[src/rtl/neopixel_driver.sv]
// neopixel_driver: bus-mapped pixel file serialized onto a WS2812-style one-wire output.
// Optional run/stop control register at C_PIXELS+1 when NEOPIXEL_CTRL_REG_EN is defined.
module neopixel_driver #(
  parameter int C_RATE = 125000000,
  parameter int C_PIXELS = 12,
  parameter int C_T0H_NS = 400,
  parameter int C_T1H_NS = 800,
  parameter int C_TBIT_NS = 1250,
  parameter int C_TRESET_NS = 60000
) (
  input  logic        clock,
  input  logic        reset,
  input  logic        write_readf,
  input  logic [31:0] address,
  input  logic [31:0] write_data,
  output logic [31:0] read_data,
  output logic        dout
);
  localparam int MHZ = C_RATE / 1000000;
  localparam int T0H_C = MHZ * C_T0H_NS / 1000;
  localparam int T1H_C = MHZ * C_T1H_NS / 1000;
  localparam int TBIT_C = MHZ * C_TBIT_NS / 1000;
  localparam int TRESET_C = MHZ * C_TRESET_NS / 1000;
  localparam int CW = $clog2((TRESET_C > TBIT_C ? TRESET_C : TBIT_C) + 1);
  localparam int PW = C_PIXELS > 1 ? $clog2(C_PIXELS) : 1;
  localparam logic [CW-1:0] T0H = CW'(T0H_C);
  localparam logic [CW-1:0] T1H = CW'(T1H_C);
  localparam logic [CW-1:0] LAST_BIT = CW'(TBIT_C - 1);
  localparam logic [CW-1:0] LAST_LATCH = CW'(TRESET_C - 1);
  localparam logic [PW-1:0] LAST_PIX = PW'(C_PIXELS - 1);
  localparam logic [31:0] FC_ADDR = 32'(C_PIXELS);
  typedef enum logic [1:0] {
    S_LATCH,
    S_BIT
`ifdef NEOPIXEL_CTRL_REG_EN
    , S_IDLE
`endif
  } state_t;
  state_t state, state_n;
  logic [23:0] mem [C_PIXELS];
  logic [CW-1:0] cnt, cnt_n;
  logic [23:0] shift, shift_n;
  logic [PW-1:0] pixel, pixel_n;
  logic [4:0] bit_idx, bit_n;
  logic load, frame_done, dout_n, hit_pix;
  logic [31:0] frame_count, read_n;
  logic unused_bits;
  assign unused_bits = ^write_data[31:24];
  assign hit_pix = address < 32'(C_PIXELS);
`ifdef NEOPIXEL_CTRL_REG_EN
  localparam logic [31:0] CTRL_ADDR = 32'(C_PIXELS + 1);
  logic run;
  always_ff @(posedge clock)
    if (reset) run <= 1'b1;
    else if (write_readf && address == CTRL_ADDR) run <= write_data[0];
  assign read_n = hit_pix ? {8'h0, mem[address[PW-1:0]]} : address == FC_ADDR ? frame_count :
                  address == CTRL_ADDR ? {31'h0, run} : 32'h0;
`else
  assign read_n = hit_pix ? {8'h0, mem[address[PW-1:0]]} : address == FC_ADDR ? frame_count : 32'h0;
`endif
  always_comb begin
    state_n = state;
    cnt_n = cnt + 1'b1;
    shift_n = shift;
    pixel_n = pixel;
    bit_n = bit_idx;
    load = 1'b0;
    frame_done = 1'b0;
    case (state)
      S_LATCH: if (cnt == LAST_LATCH) begin
        cnt_n = '0;
`ifdef NEOPIXEL_CTRL_REG_EN
        state_n = run ? S_BIT : S_IDLE;
        load = run;
`else
        state_n = S_BIT;
        load = 1'b1;
`endif
      end
      S_BIT: if (cnt == LAST_BIT) begin
        cnt_n = '0;
        if (bit_idx != 5'd0) begin
          shift_n = shift << 1;
          bit_n = bit_idx - 5'd1;
        end else if (pixel != LAST_PIX) begin
          shift_n = mem[pixel + 1'b1];
          pixel_n = pixel + 1'b1;
          bit_n = 5'd23;
        end else begin
          state_n = S_LATCH;
          frame_done = 1'b1;
        end
      end
`ifdef NEOPIXEL_CTRL_REG_EN
      S_IDLE: begin
        cnt_n = '0;
        state_n = run ? S_BIT : S_IDLE;
        load = run;
      end
`endif
      default: begin
        state_n = S_LATCH;
        cnt_n = '0;
      end
    endcase
    // each pixel word is snapshotted as its first bit starts
    if (load) begin
      shift_n = mem[0];
      pixel_n = '0;
      bit_n = 5'd23;
    end
    dout_n = state_n == S_BIT && cnt_n < (shift_n[23] ? T1H : T0H);
  end
  always_ff @(posedge clock)
    if (reset) begin
      state <= S_LATCH;
      cnt <= '0;
      shift <= '0;
      pixel <= '0;
      bit_idx <= '0;
      dout <= 1'b0;
      frame_count <= '0;
      read_data <= '0;
      for (int i = 0; i < C_PIXELS; i++) mem[i] <= '0;
    end else begin
      state <= state_n;
      cnt <= cnt_n;
      shift <= shift_n;
      pixel <= pixel_n;
      bit_idx <= bit_n;
      dout <= dout_n;
      frame_count <= frame_count + {31'h0, frame_done};
      read_data <= read_n;
      if (write_readf && hit_pix) mem[address[PW-1:0]] <= write_data[23:0];
    end
endmodule

[config.mk]
export PLATFORM = sky130hd
export DESIGN_NAME = neopixel_driver
export DESIGN_NICKNAME = d
export VERILOG_FILES = /design/src/rtl/neopixel_driver.sv
export SDC_FILE = /design/constraint.sdc
export NUM_CORES = 1
export LEC_CHECK = 0
export ABC_AREA = 1
export CAP_MARGIN = 15
export CORE_ASPECT_RATIO = 0.9
export CORE_MARGIN = 4
export CORE_UTILIZATION = 35
export CTS_CLUSTER_DIAMETER = 30
export DETAILED_ROUTE_END_ITERATION = 12
export GPL_TIMING_DRIVEN = 0
export HOLD_SLACK_MARGIN = 0.05
export SLEW_MARGIN = 5
export SYNTH_ARGS = -nofsm -noshare
export SYNTH_HDL_FRONTEND = slang
export SYNTH_SLANG_ARGS = --single-unit
[constraint.sdc]
create_clock -name clock -period 2.8 [get_ports clock]
set_input_delay 0.42 -clock clock [delete_from_list [all_inputs] [get_ports clock]]
set_output_delay 0.42 -clock clock [all_outputs]
set_load 0.02 [all_outputs]
==> results.py, run 1 <==
metrics = {
    "yosys": {
        "ys_ff_latch": 497,
        "synth_edf_count": 384,
        "synth.top_cells.by_count": "nand2_1 (524), nor2_1 (403), edfxtp_1 (384), nand3_1 (320)",
        "syn_inst": 2635,
        "ys_types": 49,
        "synth_area_sq_um": 23900,
        "yosysMostFrequentCell": "nand2_1",
        "synth_area_leader_cell": "edfxtp_1",
        "synth_ff_type": "edfxtp_1",
        "yosysWarnings": 0,
        "synth.top_cell.area_share": 0.482,
        "avgSynthCellArea_sq_um": 9.08,
        "synth.yosys.seq_area_share": 0.576,
        "synth_area_leaders": "edfxtp_1 (48%), dfxtp_1 (9.5%), nand2_1 (8.2%)",
        "synth_async_sr_flop_share": 0,
    },
    "global_route": {
        "grt_pass1_vias": 20700,
        "grt_pass1_wl_mm": 136,
        "grt_util_all_layers": 0.251,
        "grt_overflow": 0,
        "grt_max_degree": 25,
        "antenna_found_initial": 4,
    },
    "floorplan": {
        "std_cell_rows": 90,
        "die_area_sq_um": 72600,
        "coreArea_sq_um": 67300,
        "start_util": 0.355,
        "die_y_um": 256,
        "die_w_um": 284,
        "pin_count": 100,
    },
    "power_and_ir_drop": {
        "power_leakage_nw": 11.8,
        "power_density_nw_per_um2": 741,
        "vdd_drop_max_mv": 0.508,
    },
    "timing": {
        "maxSlewViolCount": 0,
        "tightest_slew_ps": 1230,
        "fin_crit_sh": 1.00,
        "rsz0062_at_grt": "true",
        "setup_violations": 1,
        "period_needed_ps": 2800,
        "fin_skew_ps": 31.7,
        "max_freq_mhz": 357,
        "finalWorstSetupSlack_ps": -1.32,
        "slew_headroom": 0.178,
        "finalHoldViolCount": 0,
    },
    "detailed_routing": {
        "top_layer_used": "met5",
        "viasPerCell": 5.60,
        "met1Wirelength_mm": 36.9,
        "drc": 0,
        "antenna_left": 0,
        "routed_wl_mm": 95.0,
        "first_pass_iters": 7,
        "wl_met3_mm": 12.5,
        "route.met2.wl_mm": 40.4,
        "routedWlPerCell_um": 24.1,
        "drt_iter0_markers": 3252,
        "via_count": 22100,
    },
    "critical_path": {
        "path_max_fanout": 10,
        "critical-path-top-delay-family": "buffers and inverters",
        "timing.rr.end": "frame_count[30]",
        "r2r_cells": 20,
        "max_stage_delay_ps": 530,
        "critPathKind": "in -> reg",
        "crit_chain": "clkdlybuf4s50_1 > inv_1 > nand2_1 > clkinv_1 > clkbuf_2 > buf_2 > nand2_1 > o21ai_0 > o21ai_0 > nand3_1 > o21ai_1 > inv_1",
        "cp_data_arrival_time_ps": 3330,
        "crit_buf_inv": 6,
        "start_kind": "input pin",
        "required_ps": 3330,
        "regToRegStartpoint": "pixel[0]",
        "cp_slowest_cell": "clkdlybuf4s50_1",
        "end_kind": "register",
        "reg2reg_slack_ps": 50,
    },
    "cells_and_area": {
        "fin_nets": 3050,
        "final_area_sq_um": 31300,
        "drive_gt1_frac": 0.143,
        "final_cells": 3942,
        "area_growth_pct": 30.9,
    },
    "run_status": {
        "failed_checks": "negative setup slack",
        "status": "finished with violations",
    },
    "placed_design": {
        "dp.cells": 3701,
        "placed_area_sq_um": 26400,
        "dp_hpwl_mm": 66.3,
        "gp_congestion": 0.959,
        "portBuffers": 90,
    },
    "flow_run": {
        "cap_violations": 0,
    },
    "clock_tree": {
        "clk_path_buf_depth": 3,
        "cts_tree": "built",
        "clkTransAtPathRegs_ps": 40,
        "cts_htree_levels": 3,
        "hold_buffers": 0,
        "clock_sinks": 497,
        "numCtsBuffers": 113,
        "clock_latency_ps": 660,
        "root_buffer": "clkbuf_16",
    },
    "worst_hold_path": {
        "hp-start": "reset",
        "hold_end": "state[0]",
        "hp-class": "in -> reg",
        "whs_path_depth": 2,
    },
}
## layout by cell type (no fill, tap or decap), types with 11 or more instances in the layout
| cell | count |
|---|---|
| or2_2 | 11 |
| dfxtp_1 | 105 |
| edfxtp_1 | 384 |
| nand2_2 | 12 |
| a32o_1 | 20 |
| clkbuf_2 | 31 |
| xor2_1 | 11 |
| clkinv_2 | 20 |
| a21oi_1 | 100 |
| nor3_1 | 27 |
| nor2_1 | 390 |
| nor2_4 | 14 |
| clkbuf_16 | 116 |
| conb_1 | 97 |
| buf_4 | 36 |
| nand3_1 | 313 |
| clkbuf_1 | 117 |
| inv_1 | 135 |
| nand2_4 | 11 |
| clkdlybuf4s50_1 | 90 |
| bufinv_16 | 18 |
| a31oi_1 | 25 |
| a22oi_1 | 141 |
| clkinvlp_4 | 15 |
| buf_2 | 36 |
| o21ai_0 | 90 |
| nand2_1 | 504 |
## per-stage QoR
stage / TNS (ps) / setup slack [ps] / power [mW] / hold slack, ps / utilization
final: -1.32 / -1.32 / 23.2 / 375 / 0.465
after global routing: -635 / -123 / 23.8 / 389 / 0.465
after CTS: 0 / 1.61 / 23.2 / 354 / 0.460
after detailed placement: -614140 / -1950 / 9.64 / 443 / 0.392
after global placement: -720070 / -2240 / 9.62 / 448 / 0.391
after floorplan: 0 / 14.9 / 9.09 / 424 / -
## power breakdown
group	switching (mW)	internal, mW	leakage, nW	total (mW)
Clock	4.27	9.33	1.90	13.6
Combinational	0.803	0.329	5.36	1.13
Sequential	0.179	8.30	4.59	8.48
## routing by layer
layer  track usage  vias up
met2         0.365     1546
met4         0.134        4
met1         0.335    10400
li1              -     9826
met3        0.0759      264
met5             0        -
## logic make-up (layout without fill, tap and decap cells)
logic type / count (synthesis) / after routing / share of synthesized area
simple gates: 1329 / 1330 / 0.236
flops: 497 / 497 / 0.576
other cells: 1 / 99 / 0.000157
xor+xnor: 14 / 14 / 0.00512
compound gates: 441 / 441 / 0.120
buf+inv: 344 / 678 / 0.0579
fa+ha+maj: 9 / 9 / 0.00471
## worst reg2reg max path, cell delays in order (launching register included)
cell and delay [ps]:
dfxtp_4 360, ha_4 160, nand2_2 70, nor2_4 180
nand2_4 90, nor2_4 120, ha_4 150, ha_4 150
nand3_4 100, nor2_4 130, nand4_4 110, nor2_4 130
nand2_2 80, nor2_4 120, nand2_2 90, nor2_4 130
nand3_4 120, nor2_4 180, nand2_1 60, nand2_1 60
a21oi_1 50
## area by class of cell
class	count	area, sq um
antenna	2	5.00
multi-input combinational	1891	9750
fill	6317	36000
sequential	497	13800
clock buffer	137	3050
clock inverter	70	882
timing repair buffer	127	1250
tap	874	1090
inverter	149	567
buffer	195	910
## worst max-delay path by stage
stage,start,to,depth (start not counted)
after CTS,bit_idx[0],frame_count[30],23
after global routing,bit_idx[0],frame_count[30],23
final,address[1],read_data[0],12
after detailed placement,address[1],mem[0][5],9
after global placement,address[0],mem[7][4],8
after floorplan,address[7],mem[6][0],9
## repair_timing
item | in CTS | in global routing
resized for setup | 135 | 94
setup buffers | 18 | 12
endpoints found under the setup margin | 479 | 279
pin swaps | 14 | 22
gates cloned | 0 | 1
## flip-flops by register name, indices dropped and copies added, names as in the netlist
signal       flops
read_data       32
cnt             13
state            2
dout             1
frame_count     32
mem            384
shift           24
pixel            4
bit_idx          5
Note: power is estimated with default switching activity, not from simulation.
==> run 2: changes to the inputs <==
- ABC_CLOCK_PERIOD_IN_PS: default -> 2800
==> results of run 2 <==
No change in the layout: final DEF, timing and power equal those of run 1.
